<file path="src/rtl/pkt_sync_framer.sv">
// pkt_sync_framer: upstream framing stage of the packet parser.
// Accepts a 32-bit valid/ready beat stream with sop/eop, prefixes every
// packet with SYNC_WORD, truncates packets longer than MAX_WORDS payload
// beats, discards beats that arrive outside a packet, and keeps saturating
// statistics counters. The output is a single registered valid/ready stage.
module pkt_sync_framer #(
    parameter logic [31:0] SYNC_WORD = 32'hDEADBEEF,
    parameter int unsigned MAX_WORDS = 16,
    parameter int unsigned CNT_W     = 16
) (
    input  logic             CLK,
    input  logic             reset,
    input  logic [31:0]      in_data,
    input  logic             in_valid,
    input  logic             in_sop,
    input  logic             in_eop,
    output logic             in_ready,
    output logic [31:0]      bus,
    output logic             out_valid,
    input  logic             out_ready,
    output logic             out_sync,
    output logic             out_eop,
    output logic [CNT_W-1:0] pkt_count,
    output logic [CNT_W-1:0] trunc_count,
    output logic [CNT_W-1:0] stray_count
);

    // Wide enough to hold MAX_WORDS itself (reached when a full-length
    // packet ends on its own eop).
    localparam int unsigned WC_W = $clog2(MAX_WORDS + 1);
    localparam logic [WC_W-1:0] LAST_IDX = WC_W'(MAX_WORDS - 1);

    typedef enum logic [1:0] {
        IDLE,
        DATA,
        DROP
    } state_t;

    state_t          state;
    logic [WC_W-1:0] word_cnt;
    logic            slot_free;

    function automatic logic [CNT_W-1:0] sat_inc(input logic [CNT_W-1:0] v);
        return (&v) ? v : v + CNT_W'(1);
    endfunction

    assign slot_free = !out_valid || out_ready;

    // Input handshake: the sop beat is held in IDLE until its sync word
    // has been loaded; stray and dropped beats are always absorbed.
    always_comb begin
        in_ready = 1'b0;
        if (!reset) begin
            case (state)
                IDLE:    in_ready = in_valid && !in_sop;
                DATA:    in_ready = slot_free;
                DROP:    in_ready = 1'b1;
                default: in_ready = 1'b0;
            endcase
        end
    end

    // Framing FSM, output register and statistics counters.
    always_ff @(posedge CLK or posedge reset) begin
        if (reset) begin
            state       <= IDLE;
            word_cnt    <= '0;
            bus         <= '0;
            out_valid   <= 1'b0;
            out_sync    <= 1'b0;
            out_eop     <= 1'b0;
            pkt_count   <= '0;
            trunc_count <= '0;
            stray_count <= '0;
        end else begin
            // A load below overrides this clear in the same cycle.
            if (out_valid && out_ready) begin
                out_valid <= 1'b0;
            end

            case (state)
                IDLE: begin
                    if (in_valid) begin
                        if (in_sop) begin
                            if (slot_free) begin
                                bus       <= SYNC_WORD;
                                out_valid <= 1'b1;
                                out_sync  <= 1'b1;
                                out_eop   <= 1'b0;
                                pkt_count <= sat_inc(pkt_count);
                                word_cnt  <= '0;
                                state     <= DATA;
                            end
                        end else begin
                            stray_count <= sat_inc(stray_count);
                        end
                    end
                end

                DATA: begin
                    if (in_valid && slot_free) begin
                        bus       <= in_data;
                        out_valid <= 1'b1;
                        out_sync  <= 1'b0;
                        word_cnt  <= word_cnt + WC_W'(1);
                        if (in_eop) begin
                            out_eop <= 1'b1;
                            state   <= IDLE;
                        end else if (word_cnt == LAST_IDX) begin
                            out_eop     <= 1'b1;
                            trunc_count <= sat_inc(trunc_count);
                            state       <= DROP;
                        end else begin
                            out_eop <= 1'b0;
                        end
                    end
                end

                DROP: begin
                    if (in_valid && in_eop) begin
                        state <= IDLE;
                    end
                end

                default: state <= IDLE;
            endcase
        end
    end

endmodule
</file>
<file path="config.mk">
export PLATFORM = sky130hd
export DESIGN_NAME = pkt_sync_framer
export DESIGN_NICKNAME = d
export VERILOG_FILES = /design/src/rtl/pkt_sync_framer.sv
export SDC_FILE = /design/constraint.sdc
export NUM_CORES = 1
export LEC_CHECK = 0
export BUFFER_PORTS_ARGS = -buffer_cell sky130_fd_sc_hd__buf_2
export CORE_ASPECT_RATIO = 1.5
export CORE_MARGIN = 4
export CORE_UTILIZATION = 40
export DETAILED_ROUTE_END_ITERATION = 16
export GPL_TIMING_DRIVEN = 0
export SLEW_MARGIN = 10
export SYNTH_ARGS = -nofsm -noshare
export SYNTH_HDL_FRONTEND = slang
export SYNTH_SLANG_ARGS = --single-unit
</file>
<file path="constraint.sdc">
create_clock -name CLK -period 7.8 [get_ports CLK]
set_clock_uncertainty 0.05 [all_clocks]
set_input_delay 1.56 -clock CLK [delete_from_list [all_inputs] [get_ports CLK]]
set_output_delay 1.56 -clock CLK [all_outputs]
set_load 0.01 [all_outputs]
</file>
==> flow_summary.ini, run 1 <==
[yosys]
ys_types = 54
synth_enable_flop_cells = 0
avgSynthCellArea_sq_um = 12.00
synth_nets = 393
syn-cell-area_sq_um = 4199
share_of_synthesized_registers_carrying_an_async_set_or_reset = 1.000
post_synth_main_area_contributors = sky130_fd_sc_hd__dfrtp_1, sky130_fd_sc_hd__xor2_1, sky130_fd_sc_hd__o22a_1
synthesis.instances = 350
synth_top_cell_area_share = 0.5364
synth_largest_area_cell = sky130_fd_sc_hd__dfrtp_1
synth_seq_cells = 90
yosysWarningCount = 0
synth.most_common_cell = sky130_fd_sc_hd__dfrtp_1
postSynth.topFlopCell = sky130_fd_sc_hd__dfrtp_1
seq_area_frac_synth = 0.5364
post_synth_most_frequent_cells = sky130_fd_sc_hd__dfrtp_1, sky130_fd_sc_hd__xor2_1, sky130_fd_sc_hd__o22a_1

[routing]
avgRoutedWirePerCell_microns = 16.16
routed-via-count = 3251
drt-pass1-iter-count = 4
detail-route-antenna-nets = 0
drt_drc_violations_left = 0
first_iter_violations = 50
route.final.wire_length_mm = 10.13
avgViaCountPerCell = 5.185

[critical_path]
timing.critical_path.fanout_max = 7
crit_family = simple AND/OR/NAND/NOR gates
critical_path.slowest_cell = sky130_fd_sc_hd__nor4b_4
regToRegEndpoint = trunc_count[1]
worst_path_largest_cell_delay_ns = 0.44
cp.required_ns = 6.19
setup.worst_path.start_class = primary input
setup.worst_path.end_class = output port
setup.reg_to_reg.worst_slack_ns = 5.70
path_cells = buf_2 > nor4b_4 > a21oi_1 > a21oi_1 > buf_2
arrival_time_at_the_worst_endpoint_ns = 2.61
crit_buf_inv = 2
regToRegStartpoint = word_cnt[0]
crit_type = primary input to output port
timing.reg2reg.worst_path_depth = 7

[clock_network]
cts_made_buffers = 9
cts-root-to-sink-buffers = 2
clock_tree_from_tritoncts = done
postCtsResizedCells = 0
cts.root.buffer_cell = sky130_fd_sc_hd__clkbuf_16
cts_setup_buffers = 0
cts_h_tree_depth = 3
cts_hold_repair.buffers = 0
cts_clock_pin_slew_for_the_worst_setup_and_hold_paths_ns = 0.06
clk_latency_ns = 0.34
cts_num_sinks = 90

[worst_hold_path]
timing.hold.worst_endpoint = out_eop
hp-start = out_eop
holdPathStages = 2
worst_min_path_class = register to register

[floorplanning]
i_o_pins = 122
die_area_sq_um = 12230
rows = 45
floorplan_die_height_microns = 133.5
coreArea_sq_um = 10190
chipWidth_microns = 91.66
initial_utilization = 0.4120

[sta]
worst_slew_margin_rel = 0.6137
setup_tns_ns = 0
worstMarginPinSlew_ns = 0.5794
timing.final.ws_setup_ns = 3.583
max_freq_mhz = 237.2
report.final.slew_viol_count = 0
timing.final.setup_violations = 0
report.final.hold_viol_count = 0
final.period_utilization = 0.5406
final.min_clock_period_ns = 4.217
grt_setup_unrepaired = false

[finish]
drive_above_1_share = 0.3560
n_antenna_cell = 0
postLayoutCellArea_sq_um = 5323
final_net_count = 525
layoutNonFillerInstCount = 627
filler_cell_count = 943
areaGrowthSynthToFinish_pct = 26.76

[place]
place_inst = 612
pre_cts_slack_ns = 3.600
detailedPlacementHpwl_mm = 7.549
placed_standard_cell_area_sq_um = 5006
port_buffers = 120
globalplace.congestion = 0.8478

[status]
result_of_the_run = complete, no violations

[grt]
antenna_found_initial = 0
grtUsageTotal = 0.1679
grt_pass1_wl_mm = 16.52
first_global_vias = 3298
grt.overflow.total = 0
grt_start_max_net_pins = 47

[pwr]
power.leakage_nw = 2.565
power.ir.vdd_worst_uv = 147.8
power_per_standard_cell_area_nw_per_um2 = 263.3

[run]
drv_cap = 0
[power by group]
part	leakage, nW	total, mW	switching, mW	internal, mW
registers	1.10	0.627	0.0750	0.552
logic	1.33	0.311	0.167	0.144
clock network	0.144	0.463	0.184	0.280
[layer usage]
layer | global-route usage | routed length [microns] | up-vias
met5 | 0 | 0 | -
met4 | 0.07131 | 191 | 0
met3 | 0.03107 | 459 | 14
met2 | 0.2900 | 5321 | 72
met1 | 0.2035 | 4158 | 1598
li1 | - | - | 1567
[worst max path at each step]
stage | cells after the start | end | startpoint | slack, ns
CTS | 5 | in_ready | in_sop | 3.59
global route | 5 | in_ready | in_sop | 3.50
floorplan | 1 | bus[0] | reset | 3.85
finish | 5 | in_ready | in_sop | 3.58
detailed placement | 5 | in_ready | in_sop | 3.60
global placement | 2 | stray_count[2] | reset | 2.65
[registers in the layout, summed over array words and instances (netlist names)]
signal       cells
trunc_count     16
word_cnt         5
out_sync         1
out_valid        1
out_eop          1
pkt_count       16
stray_count     16
bus             32
state            2
[area by class of cell]
| class | instances | area (sq um) | area share |
|---|---|---|---|
| Timing Repair Buffer | 121 | 628.1 | 0.1180 |
| Sequential cell | 90 | 2252 | 0.4231 |
| Inverter | 9 | 36.28 | 0.006817 |
| Tap cell | 141 | 176.4 | 0.03315 |
| Clock buffer | 9 | 225.2 | 0.04231 |
| Buffer | 11 | 56.30 | 0.01058 |
| Multi-Input combinational cell | 240 | 1857 | 0.3488 |
| Clock inverter | 6 | 91.34 | 0.01716 |
[metrics by stage]
step           power [mW]    util  hold slack [ns]
3_5_place_dp       0.9531  0.4912           0.4171
3_3_place_gp       0.9392  0.4883           0.4123
6_report            1.402  0.5223           0.4240
5_1_grt             1.479  0.5223           0.4582
2_1_floorplan      0.8101       -           0.4147
4_1_cts             1.422  0.5223           0.4305
[worst register-to-register path, cell delays in order, from the launching register on]
cell and delay (ns):
sky130_fd_sc_hd__dfrtp_1 0.39, sky130_fd_sc_hd__ha_1 0.20, sky130_fd_sc_hd__and3_1 0.17, sky130_fd_sc_hd__ha_1 0.17, sky130_fd_sc_hd__and4bb_2 0.30, sky130_fd_sc_hd__nand3_1 0.17
sky130_fd_sc_hd__nor2_2 0.22, sky130_fd_sc_hd__mux2_4 0.32
[cells by family (layout without fill, tap and decap cells)]
group,after synthesis,count (layout),share of synthesized area
buffers and inverters,20,156,0.02145
and+or+nand+nor,130,130,0.2077
DFF,90,90,0.5364
AOI/OAI and AO/OA,61,61,0.1246
adders and majority gates,5,5,0.01490
xor gates and xnor gates,40,40,0.08343
muxes,4,4,0.01162
[layout by cell type, fill, tap and decap left out, types with 3 or more instances in the layout]
cell	instances
sky130_fd_sc_hd__nor2_1	8
sky130_fd_sc_hd__a22o_1	9
sky130_fd_sc_hd__xnor2_1	5
sky130_fd_sc_hd__clkbuf_16	9
sky130_fd_sc_hd__nor3b_1	3
sky130_fd_sc_hd__o22a_1	24
sky130_fd_sc_hd__a31oi_1	3
sky130_fd_sc_hd__nor3_1	16
sky130_fd_sc_hd__xor2_1	35
sky130_fd_sc_hd__nand4_1	11
sky130_fd_sc_hd__dfrtp_1	90
sky130_fd_sc_hd__and4_1	6
sky130_fd_sc_hd__nand2b_1	3
sky130_fd_sc_hd__mux2_2	3
sky130_fd_sc_hd__a21oi_1	4
sky130_fd_sc_hd__nand3_1	16
sky130_fd_sc_hd__buf_2	126
sky130_fd_sc_hd__and3_1	3
sky130_fd_sc_hd__nor2b_1	4
sky130_fd_sc_hd__clkinvlp_4	3
sky130_fd_sc_hd__or3_1	3
sky130_fd_sc_hd__o21ai_0	8
sky130_fd_sc_hd__ha_1	5
sky130_fd_sc_hd__nand2_1	21
sky130_fd_sc_hd__nor4_2	3
sky130_fd_sc_hd__inv_1	8
sky130_fd_sc_hd__nor4_1	11
No activity file was read; power rests on OpenSTA's default activity.
==> inputs of run 2 (changes only) <==
--- a/config.mk
+++ b/config.mk
@@ -11,6 +11,7 @@
 export CORE_UTILIZATION = 40
 export DETAILED_ROUTE_END_ITERATION = 16
 export GPL_TIMING_DRIVEN = 0
+export PLACE_DENSITY = 0.67
 export SLEW_MARGIN = 10
 export SYNTH_ARGS = -nofsm -noshare
 export SYNTH_HDL_FRONTEND = slang
==> constraint.sdc (replaced) <==
create_clock -name CLK -period 3.55 [get_ports CLK]
set_clock_uncertainty 0.05 [all_clocks]
set_input_delay 0.71 -clock CLK [delete_from_list [all_inputs] [get_ports CLK]]
set_output_delay 0.71 -clock CLK [all_outputs]
set_load 0.01 [all_outputs]
==> flow_summary.ini, run 2 (same netlist as run 1, synthesis figures left out) <==
[routing]
detail-route-antenna-nets = 0
routed-via-count = 3310
avgViaCountPerCell = 5.271
first_iter_violations = 145
route.final.wire_length_mm = 9.962
drt_drc_violations_left = 0
avgRoutedWirePerCell_microns = 15.86
drt-pass1-iter-count = 5

[finish]
filler_cell_count = 941
largest_reg_flops = 32
areaGrowthSynthToFinish_pct = 26.34
regArea_sq_um = 2252
n_antenna_cell = 0
fin_util = 0.5206
drive_above_1_share = 0.3511
multi_input_area_sq_um = 1857
layout_commonest_cell = sky130_fd_sc_hd__buf_2
final_net_count = 525
register_with_the_most_flip_flops = bus
layout.cells.most_common_list = sky130_fd_sc_hd__buf_2, sky130_fd_sc_hd__dfrtp_1, sky130_fd_sc_hd__xor2_1

[sta]
worst_slew_margin_rel = 0.6074
worstMarginPinSlew_ns = 0.5868
holdWs_ns = 0.3439
report.final.slew_viol_count = 0
report.final.hold_viol_count = 0
grt_setup_unrepaired = false
max_freq_mhz = 392.9
final.period_utilization = 0.7169
final.min_clock_period_ns = 2.545
timing.final.setup_violations = 0

[floorplanning]
i_o_pins = 122
chipWidth_microns = 91.66
floorplan_die_height_microns = 133.5
rows = 45
die_area_sq_um = 12230
initial_utilization = 0.4120
coreArea_sq_um = 10190

[grt]
grt_start_max_net_pins = 62
first_global_vias = 3405
grtUsageTotal = 0.1692
antenna_found_initial = 0
grt_pass1_wl_mm = 16.78
grt.overflow.total = 0

[clock_network]
cts_made_buffers = 9
cts_setup_buffers = 0
clk_latency_ns = 0.33
clock_tree_from_tritoncts = done
postCtsResizedCells = 0
cts.root.buffer_cell = sky130_fd_sc_hd__clkbuf_16
cts_hold_repair.buffers = 0
cts_clock_pin_slew_for_the_worst_setup_and_hold_paths_ns = 0.06
cts_h_tree_depth = 3
cts_num_sinks = 90
cts-root-to-sink-buffers = 2

[critical_path]
crit_type = register to output port
timing.critical_path.fanout_max = 10
crit_start = state[0]
most_used_cell_along_the_critical_path = sky130_fd_sc_hd__a21oi_1
critical_path.slowest_cell = sky130_fd_sc_hd__nor4b_4
setup.worst_path.start_class = register
regToRegStartpoint = word_cnt[0]
setup.worst_path.end_class = output port
worst_path_largest_cell_delay_ns = 0.44
cp.required_ns = 2.79
path_cells = buf_4 > nor4b_4 > a21oi_1 > a21oi_1 > buf_2
arrival_time_at_the_worst_endpoint_ns = 1.79
timing.reg2reg.worst_path_depth = 7

[pwr]
seqPwrFrac = 0.457
power.clock.fraction = 0.317
power.leakage_nw = 2.568
power_report.internal_total_mw = 2.114
net-switching-power_uw = 899.2
power.ir.vdd_worst_uv = 257.3
power_switching_share = 0.2984
combPwrFrac = 0.227
power_per_standard_cell_area_nw_per_um2 = 568.1

[place]
globalplace.congestion = 0.8506
detailedPlacementHpwl_mm = 7.519
port_buffers = 120

[run]
drv_cap = 0

[status]
result_of_the_run = complete, no violations

[worst_hold_path]
worst_min_path_class = primary input to asynchronous set/reset pin
[run 2: changes by cell type in the layout (fill, tap and decap cells not counted), sizes merged]
cell      before  now
bufinv         2    1
clkbuf        11   16
clkinv         0    1
clkinvlp       3    0
inv           10    9
[run 2: path summary, 6_finish.rpt]
kind                              endpoint  slack [ns]
min in group CLK                   out_eop        0.43
min                               state[1]        0.34
max                               in_ready        1.00
max in group asynchronous  trunc_count[13]        2.50
min reg2reg                        out_eop        0.43
max reg2reg                 trunc_count[1]        1.43
[run 2: stage by stage]
stage | setup WS (ns) | TNS, ns | power (mW) | cells | instance area [sq um]
floorplan | 0.4547 | 0 | 1.780 | 350 | 4199
global placement | -0.6782 | -60.75 | 2.060 | 611 | 4976
detailed placement | 1.055 | 0 | 2.087 | 612 | 5006
CTS | 0.9669 | 0 | 3.056 | 628 | 5305
global route | 0.8649 | 0 | 3.198 | 628 | 5305
finish | 1.005 | 0 | 3.014 | 628 | 5305
[run 2: routing by layer]
layer / GRT usage / part of all wire
met1: 0.1958 / 0.39
met2: 0.2944 / 0.53
met3: 0.04576 / 0.060
met4: 0.06711 / 0.020
met5: 0 / 0
[run 2: critical path, delay by kind of cell, from the launching register on]
kind,cells,cell delay (ns)
buffers and inverters,2,0.34
AND/OR/NAND/NOR,1,0.44
AO/OA/AOI/OAI,2,0.27
flip-flops,1,0.40
[run 2: power by group through the flow]
stage          combinational, mW  clock (mW)  sequential (mW)
2_1_floorplan              0.323           0             1.46
3_3_place_gp               0.675           0             1.39
3_5_place_dp               0.696           0             1.39
4_1_cts                    0.699       0.983             1.37
5_1_grt                    0.758        1.03             1.41
6_report                   0.683       0.954             1.38
[run 2: cell type report]
cell class              instances  share of cell area
clock inverters                 2            0.006604
flip-flops and latches         90              0.4245
repair buffers                121              0.1184
inverters                       9            0.006840
well taps                     141             0.03325
clock buffers                  14             0.04976
multi-input cells             240              0.3500
plain buffers                  11             0.01061
